## src/rtl/decode_hazard_stage.sv

```systemverilog
// DLX decode stage: field split, register bank with WB bypass, load-use stall, ID/EX register.
// Optional DECODE_FORWARD_EN: MEM-stage result forwarded into operands instead of stalling.
module decode_hazard_stage #(
  parameter int PC_WIDTH          = 32,
  parameter int INSTRUCTION_WIDTH = 32,
  parameter int DATA_WIDTH        = 32,
  parameter int REG_ADDR_WIDTH    = 5,
  parameter int IMEDIATE_WIDTH    = 16,
  parameter int PC_OFFSET_WIDTH   = 26
) (
  input  logic                         clk,
  input  logic                         rst_n,
  input  logic [INSTRUCTION_WIDTH-1:0] instruction_reg_in,
  input  logic [PC_WIDTH-1:0]          new_pc_in,
  input  logic                         valid_in,
  input  logic                         flush_in,
  input  logic                         ex_mem_read_in,
  input  logic [REG_ADDR_WIDTH-1:0]    ex_w_reg_addr_in,
  input  logic                         mem_fwd_en_in,
  input  logic [REG_ADDR_WIDTH-1:0]    mem_fwd_addr_in,
  input  logic [DATA_WIDTH-1:0]        mem_fwd_data_in,
  input  logic                         wb_write_enable,
  input  logic [REG_ADDR_WIDTH-1:0]    wb_write_addr,
  input  logic [DATA_WIDTH-1:0]        wb_write_data,
  output logic                         stall_out,
  output logic                         valid_out,
  output logic [5:0]                   opcode_out,
  output logic [10:0]                  inst_function_out,
  output logic [REG_ADDR_WIDTH-1:0]    read_address1_out,
  output logic [REG_ADDR_WIDTH-1:0]    read_address2_out,
  output logic [REG_ADDR_WIDTH-1:0]    w_reg_addr_out,
  output logic                         w_reg_wr_en_out,
  output logic                         mem_data_wr_en_out,
  output logic                         write_back_mux_sel_out,
  output logic                         alu_src_out,
  output logic                         branch_inst_out,
  output logic                         jump_inst_out,
  output logic [DATA_WIDTH-1:0]        data_alu_a_out,
  output logic [DATA_WIDTH-1:0]        data_alu_b_out,
  output logic [DATA_WIDTH-1:0]        constant_out,
  output logic [PC_WIDTH-1:0]          new_pc_out,
  output logic [PC_OFFSET_WIDTH-1:0]   pc_offset_out
);

  localparam int NUM_REGS = 2**REG_ADDR_WIDTH;
  localparam int IW = INSTRUCTION_WIDTH;
  localparam int SW_ = DATA_WIDTH - IMEDIATE_WIDTH;

  logic [DATA_WIDTH-1:0] r_bank [NUM_REGS];

  logic [5:0]                w_op;
  logic [10:0]               w_funct;
  logic [REG_ADDR_WIDTH-1:0] w_rs1;
  logic [REG_ADDR_WIDTH-1:0] w_rs2;
  logic [REG_ADDR_WIDTH-1:0] w_rdr;
  logic [IMEDIATE_WIDTH-1:0] w_imm;
  logic [DATA_WIDTH-1:0]     w_sext;

  assign w_op    = instruction_reg_in[IW-1 -: 6];
  assign w_funct = instruction_reg_in[10:0];
  assign w_rs1   = instruction_reg_in[21 +: REG_ADDR_WIDTH];
  assign w_rs2   = instruction_reg_in[16 +: REG_ADDR_WIDTH];
  assign w_rdr   = instruction_reg_in[11 +: REG_ADDR_WIDTH];
  assign w_imm   = instruction_reg_in[IMEDIATE_WIDTH-1:0];
  assign w_sext  = {{SW_{w_imm[IMEDIATE_WIDTH-1]}}, w_imm};

  logic w_op_r, w_op_lw, w_op_sw, w_op_br, w_op_jal, w_op_j;

  assign w_op_r   = (w_op == 6'h00);
  assign w_op_lw  = (w_op == 6'h23);
  assign w_op_sw  = (w_op == 6'h2B);
  assign w_op_br  = (w_op == 6'h04) || (w_op == 6'h05);
  assign w_op_jal = (w_op == 6'h03);
  assign w_op_j   = (w_op == 6'h02) || (w_op == 6'h12);

  logic                      w_wr_en, w_mem_wr, w_wb_sel;
  logic                      w_alu_src, w_branch, w_jump;
  logic                      w_use_rs2;
  logic [REG_ADDR_WIDTH-1:0] w_rd;

  always_comb begin
    w_wr_en   = 1'b1;
    w_mem_wr  = 1'b0;
    w_wb_sel  = 1'b0;
    w_alu_src = 1'b1;
    w_branch  = 1'b0;
    w_jump    = 1'b0;
    w_use_rs2 = 1'b0;
    w_rd      = w_rs2;
    unique case (1'b1)
      w_op_r: begin
        w_alu_src = 1'b0;
        w_use_rs2 = 1'b1;
        w_rd      = w_rdr;
      end
      w_op_lw: w_wb_sel = 1'b1;
      w_op_sw: begin
        w_wr_en   = 1'b0;
        w_mem_wr  = 1'b1;
        w_use_rs2 = 1'b1;
      end
      w_op_br: begin
        w_wr_en   = 1'b0;
        w_alu_src = 1'b0;
        w_branch  = 1'b1;
      end
      w_op_jal: begin
        w_alu_src = 1'b0;
        w_jump    = 1'b1;
        w_rd      = '1;
      end
      w_op_j: begin
        w_wr_en   = 1'b0;
        w_alu_src = 1'b0;
        w_jump    = 1'b1;
      end
      default: ;
    endcase
  end

  logic w_fwd1, w_fwd2, w_mem_haz;

`ifdef DECODE_FORWARD_EN
  assign w_fwd1    = mem_fwd_en_in && (mem_fwd_addr_in == w_rs1);
  assign w_fwd2    = mem_fwd_en_in && (mem_fwd_addr_in == w_rs2);
  assign w_mem_haz = 1'b0;
`else
  assign w_fwd1    = 1'b0;
  assign w_fwd2    = 1'b0;
  assign w_mem_haz = mem_fwd_en_in && (mem_fwd_addr_in != '0) &&
                     ((mem_fwd_addr_in == w_rs1) ||
                      (w_use_rs2 && (mem_fwd_addr_in == w_rs2)));
`endif

  logic w_lu_haz;

  assign w_lu_haz = ex_mem_read_in && (ex_w_reg_addr_in != '0) &&
                    ((ex_w_reg_addr_in == w_rs1) ||
                     (w_use_rs2 && (ex_w_reg_addr_in == w_rs2)));

  // Flush outranks stall so a killed instruction never freezes fetch.
  assign stall_out = rst_n && valid_in && !flush_in &&
                     (w_lu_haz || w_mem_haz);

  logic w_bubble;

  assign w_bubble = !valid_in || flush_in || stall_out;

  logic [DATA_WIDTH-1:0] w_a, w_b;

  always_comb begin
    w_a = r_bank[w_rs1];
    if (w_rs1 == '0)
      w_a = '0;
    else if (w_fwd1)
      w_a = mem_fwd_data_in;
    else if (wb_write_enable && (wb_write_addr == w_rs1))
      w_a = wb_write_data;
    w_b = r_bank[w_rs2];
    if (w_rs2 == '0)
      w_b = '0;
    else if (w_fwd2)
      w_b = mem_fwd_data_in;
    else if (wb_write_enable && (wb_write_addr == w_rs2))
      w_b = wb_write_data;
  end

  always_ff @(posedge clk or negedge rst_n) begin
    if (!rst_n) begin
      for (int i = 0; i < NUM_REGS; i++)
        r_bank[i] <= '0;
    end else if (wb_write_enable && (wb_write_addr != '0)) begin
      r_bank[wb_write_addr] <= wb_write_data;
    end
  end

  always_ff @(posedge clk or negedge rst_n) begin
    if (!rst_n) begin
      valid_out              <= 1'b0;
      opcode_out             <= '0;
      inst_function_out      <= '0;
      read_address1_out      <= '0;
      read_address2_out      <= '0;
      w_reg_addr_out         <= '0;
      w_reg_wr_en_out        <= 1'b0;
      mem_data_wr_en_out     <= 1'b0;
      write_back_mux_sel_out <= 1'b0;
      alu_src_out            <= 1'b0;
      branch_inst_out        <= 1'b0;
      jump_inst_out          <= 1'b0;
      data_alu_a_out         <= '0;
      data_alu_b_out         <= '0;
      constant_out           <= '0;
      new_pc_out             <= '0;
      pc_offset_out          <= '0;
    end else begin
      valid_out              <= !w_bubble;
      opcode_out             <= w_op;
      inst_function_out      <= w_funct;
      read_address1_out      <= w_rs1;
      read_address2_out      <= w_rs2;
      w_reg_addr_out         <= w_rd;
      w_reg_wr_en_out        <= w_wr_en && !w_bubble;
      mem_data_wr_en_out     <= w_mem_wr && !w_bubble;
      write_back_mux_sel_out <= w_wb_sel;
      alu_src_out            <= w_alu_src;
      branch_inst_out        <= w_branch && !w_bubble;
      jump_inst_out          <= w_jump && !w_bubble;
      data_alu_a_out         <= w_a;
      data_alu_b_out         <= w_b;
      constant_out           <= w_sext;
      new_pc_out             <= new_pc_in;
      pc_offset_out          <= instruction_reg_in[PC_OFFSET_WIDTH-1:0];
    end
  end

endmodule

```

## config.mk

```make
export PLATFORM = sky130hd
export DESIGN_NAME = decode_hazard_stage
export DESIGN_NICKNAME = d
export VERILOG_FILES = /design/src/rtl/decode_hazard_stage.sv
export SDC_FILE = /design/constraint.sdc
export NUM_CORES = 2
export LEC_CHECK = 0
export CORE_AREA = 3 3 370 372
export CTS_CLUSTER_DIAMETER = 200
export DETAILED_ROUTE_END_ITERATION = 10
export DIE_AREA = 0 0 373 375
export PLACE_DENSITY = 0.63
export SETUP_SLACK_MARGIN = 0.2
export SLEW_MARGIN = 20
export SYNTH_ARGS = -nofsm -noshare
export SYNTH_HDL_FRONTEND = slang
export SYNTH_SLANG_ARGS = --single-unit
```

## constraint.sdc

```tcl
create_clock -name clk -period 8 [get_ports clk]
set_input_delay 2 -clock clk [delete_from_list [all_inputs] [get_ports clk]]
set_output_delay 2 -clock clk [all_outputs]
set_load 0.01 [all_outputs]
```

# Word level (Yosys, flattened, before mapping)
# Cells that the tools add are included.
[word_totals]
output_inout_bits = 194
input_bits = 150
register_bits = 1201
[op_classes]
reduce_logical = 37
muxes = 21
n_eq_ne = 13
magnitude_cmp = 4
n_bitwise = 3
[ops]
columns = ["op", "count"]
rows = [
  ["$bwmux 1024", 1],
  ["$bmux 32 s5", 2],
  ["$mux 32", 9],
  ["$demux 32 s5", 1],
  ["$eq 5x5->1", 6],
  ["$ge 6x6->1 const B", 3],
  ["$not 5->6", 3],
  ["$logic_and 1x1->1", 17],
  ["$reduce_bool 5->1", 3],
  ["$eq 6x2->1 const B", 2],
  ["$eq 6x3->1 const B", 2],
  ["$eq 6x6->1 const B", 2],
  ["$logic_not 5->1", 2],
  ["$pmux 5 s2", 1],
  ["$logic_or 1x1->1", 7],
  ["$mux 1", 7],
  ["$eq 6x5->1 const B", 1],
  ["$logic_not 6->1", 1],
  ["$lt 6x1->1 const B", 1],
  ["$reduce_or 2->1", 2],
  ["$reduce_or 4->1", 1],
  ["$logic_not 1->1", 3],
  ["$reduce_or 3->1", 1],
]

# Longest topological paths before layout
[depth]
word_depth = 11
ltp_mapped = 11
ltp_nobuf = 6

# Worst setup path after synthesis
# No wires, ideal clock.
[synth_path]
path_kind = "input to output"
startpoint = "input port instruction_reg_in[16]"
endpoint = "output port stall_out"
path_buffers = 2
arrival_ns = 3.452
path_stages = 8
slack_ns = 2.548
path_cell_list = "buf_4 -> buf_4 -> xnor2_1 -> nand3_1 -> nor4_1 -> a31oi_1 -> o22ai_1 -> nor2b_1"
[synth_via]
elab_chain_cells = 6
[synth_lines]
columns = ["element", "line_no", "source"]
rows = [
  ["start, declared", "13", "input logic [INSTRUCTION_WIDTH-1:0] instruction_reg_in,"],
  ["$eq 5x5->1 (on tied branches)", "139, 132", ""],
  ["$logic_and 1x1->1 (on tied branches)", "139, 132", ""],
  ["$logic_or 1x1->1 (on tied branches)", "138, 131", ""],
  ["$logic_and 1x1->1 (on tied branches)", "137, 130", ""],
  ["$logic_or 1x1->1 (*)", "143", "(w_lu_haz || w_mem_haz);"],
  ["$logic_and 1x1->1 (*)", "142", "assign stall_out = rst_n && valid_in && !flush_in &&"],
  ["end, declared", "25", "output logic stall_out,"],
]
# Every way passes the cells marked *; elsewhere a longest branch is shown, timed or not.

# Final worst setup path
[layout_path]
startpoint = "input port instruction_reg_in[26]"
endpoint = "output port stall_out"
[layout_via]
elab_chain_cells = 8
[layout_lines]
columns = ["element", "line_no", "source"]
rows = [
  ["$eq 6x6->1 or $logic_not 6->1 (tied branches)", "71, 69", ""],
  ["$reduce_or 2->1 (no line) (*)", "--", ""],
  ["$mux 1 (*)", "90", "unique case (1'b1)"],
  ["$logic_and 1x1->1 (on tied branches)", "139, 132", ""],
  ["$logic_or 1x1->1 (on tied branches)", "138, 131", ""],
  ["$logic_and 1x1->1 (on tied branches)", "137, 130", ""],
  ["$logic_or 1x1->1 (*)", "143", ""],
  ["$logic_and 1x1->1 (*)", "142", ""],
]
# Marks and branches as above.

==> flow_summary.yaml <==
setup_path:
  max_stage_delay_ns: 0.85
  critPathMaxFanout: 18
  r2r-end: "data_alu_a_out[20]"
  worstSetupPathType: "in -> out"
  arrival_ns: 4.96
  worst_setup_path_start_kind: "input port"
  cpMostUsedCell: "clkdlybuf4s50_1"
  r2r-start: "r_bank[532]"
  crit_slowest_cell: "clkdlybuf4s50_1"
  r2r_slack_ns: 5.67
  cp.required_ns: 6.00
  ff2ff_path_depth: 5
  endpoint_kind: "output port"
  crit_chain: "clkdlybuf4s50_1 -> and4_1 -> o21ai_0 -> nor4_1 -> a31oi_1 -> o22ai_1 -> nor2b_1 -> clkdlybuf4s50_1"
sta:
  fmax_mhz: 144
  setup_viol_count_final: 0
  fin_skew_ns: 0.0243
  fin_crit_ns: 6.96
  whs_ns: 0.399
  tightest_slew_ns: 1.30
  fin_crit_sh_pct: 86.9
  setup_tns_ns: 0
  final-max-slew-violation-count: 0
  final_hold_viol_count: 0
  rsz0062_at_grt: "false"
  relSlewSlack_pct: 13.1
placement:
  dp_cells: 5994
  place_hpwl_um: 124000
  port-buffer-count: 311
  routabilityCongestion: 0.854
global_routing:
  grt_max_degree: 160
  track_usage_pct: 29.9
  grt_overflow: 0
  grt_pass1_vias: 41200
  antenna_found_initial: 13
  grt_pass1_wl_um: 304000
clock_network:
  postCtsSetupBuffers: 0
  clock_latency_ns: 0.77
  cts_sinks: 1164
  cts-resized-gates: 0
  cts_buffer_depth: 3
  htreeDepth: 4
  cts_tree: "yes"
  clockRootBuffer: "clkbuf_16"
  cts_buffers: 134
  cts.hold.buffers_added: 0
  clk_pin_slew_worst_paths_ns: 0.06
floorplan:
  die_x_um: 373
  start_util_pct: 45.0
  core.rowCount: 134
  core_um2: 134000
  dieArea_um2: 140000
  io_pins: 344
  die_h_um: 375
worst_hold_path:
  min_from: "r_bank[1009]"
  min_path_type: "reg -> reg"
  min_path_cells: 0
  min_to: "r_bank[1009]"
route:
  top_layer: "met5"
  wl_met1_um: 86600
  drt-total-wl_um: 212000
  dr.pass1.iters: 5
  drc: 0
  detail-route-antenna-nets: 0
  viasPerCell: 6.56
  dr_wl_met3_um: 18300
  vias: 40900
  drtIter0Drc: 4947
  met2RoutedLength_um: 97200
  wl_per_cell_um: 33.9
job:
  maxCapViolCount: 0
synthesis:
  ys_types: 64
  synth_top_cell_by_area: "dfrtp_1"
  synth_area_per_cell_um2: 14.0
  ys_seq_area_share_pct: 48.4
  synth_top_cell_area_share_pct: 48.4
  synth_nets: 4444
  synth_warnings: 0
  synth_edf_count: 0
  syn_area_um2: 60200
  synth.area.top_cells: "dfrtp_1 (48%), mux2_2 (20%), mux4_2 (12%), mux2i_1 (5.6%), clkbuf_1 (1.4%)"
  synth_ff_type: "dfrtp_1"
  synthArstFlopShare_pct: 100
  synth_cells: 4294
  ys_ff_latch: 1164
finish:
  regArea_um2: 29100
  nets: 4512
  mostFrequentLayoutCells: "dfrtp_1 (1,164), mux2_2 (1,049), mux2i_1 (337), mux4_2 (334), clkdlybuf4s50_1 (279)"
  fill_cells: 11300
  final_common_cell: "dfrtp_1"
  layout-drive-gt1-share_pct: 40.9
  area_growth_pct: 14.0
  multi_input_area_um2: 28600
  fin_cells: 6239
run_status:
  status: "finished, final reports clean"
power_and_ir_drop:
  vdd_drop_max_uv: 152
  leakage_uw: 0.0297
  powerDensity_nw_per_um2: 253
==> cell usage after synthesis (5+ instances only) <==
master,instances
a22oi_1,69
buf_1,54
mux4_2,334
a221oi_2,13
a311oi_1,13
inv_1,6
nor2b_1,15
a221oi_1,48
mux2i_1,337
xor2_1,18
nor2_1,87
buf_8,5
dfrtp_1,1164
nand3_1,21
a2111oi_0,13
mux2_2,1049
o311ai_0,5
nor4_1,10
buf_6,22
and3_1,10
a211o_1,16
a211oi_1,36
a31oi_1,7
o22a_1,6
a221o_1,30
nand2b_1,7
nor3_1,82
nor3b_1,6
nand3b_1,6
o21ai_1,15
nand2_1,88
xnor2_1,12
o22ai_1,72
buf_2,89
clkbuf_1,232
o211ai_1,5
a21oi_1,58
o21ai_0,88
buf_12,5
buf_4,100
==> state kept, by name (all words and copies together) (netlist names), 5 cells and up <==
| signal | cells |
|---|---|
| w_reg_addr_out | 5 |
| new_pc_out | 32 |
| data_alu_a_out | 32 |
| opcode_out | 6 |
| r_bank | 1024 |
| data_alu_b_out | 32 |
| pc_offset_out | 26 |
==> per-layer routing <==
metal  global-route usage, %  up-vias
met5                       0        -
met4                    12.9        8
met3                    6.92      509
met2                    46.5     2019
met1                    40.4    21900
li1                        -    16400
==> cells by family after synthesis <==
kind of cell | Yosys count | synth area share, %
multiplexers | 1720 | 37.7
flip-flops | 1164 | 48.4
buffers and inverters | 516 | 4.53
AO/OA/AOI/OAI | 509 | 6.08
AND/OR/NAND/NOR | 355 | 2.83
XOR/XNOR | 30 | 0.437
==> area by class of cell <==
| cell class | count | share of cell area, % |
|---|---|---|
| clock inverter | 41 | 0.755 |
| tap | 1768 | 3.22 |
| timing repair buffer | 439 | 6.07 |
| clock buffer | 200 | 5.75 |
| multi-input combinational | 2614 | 41.7 |
| sequential | 1164 | 42.5 |
| inverter | 9 | 0.0492 |
| antenna | 4 | 0.0146 |
==> power breakdown <==
part           switching, uW  internal [uW]  total [uW]
sequential               751           6940        7690
combinational           1440           1900        3340
clock                   2560           3740        6300
total                   4760          12600       17300
==> how the worst max path moves through the flow <==
stage / start / endpoint
2_1_floorplan: instruction_reg_in[16] / stall_out
3_3_place_gp: instruction_reg_in[26] / stall_out
3_5_place_dp: instruction_reg_in[26] / stall_out
4_1_cts: instruction_reg_in[26] / stall_out
5_1_grt: instruction_reg_in[26] / stall_out
6_report: instruction_reg_in[26] / stall_out
==> per-stage QoR <==
step	worst slack [ns]	util, %	instance area (um^2)	power [uW]
2_1_floorplan	2.55	-	60200	9930
3_3_place_gp	1.13	48.0	64200	11000
3_5_place_dp	1.09	48.1	64200	11100
4_1_cts	1.08	51.4	68700	17400
5_1_grt	0.796	51.3	68600	18000
6_report	1.04	51.3	68600	17300
==> worst max-delay path: cells and delay by family <==
family / cells / cell delay [ns]
AOI/OAI and AO/OA: 3 / 0.68
buffers and inverters: 2 / 1.39
and+or+nand+nor: 3 / 0.87
Note: power is estimated with default switching activity, not from simulation.
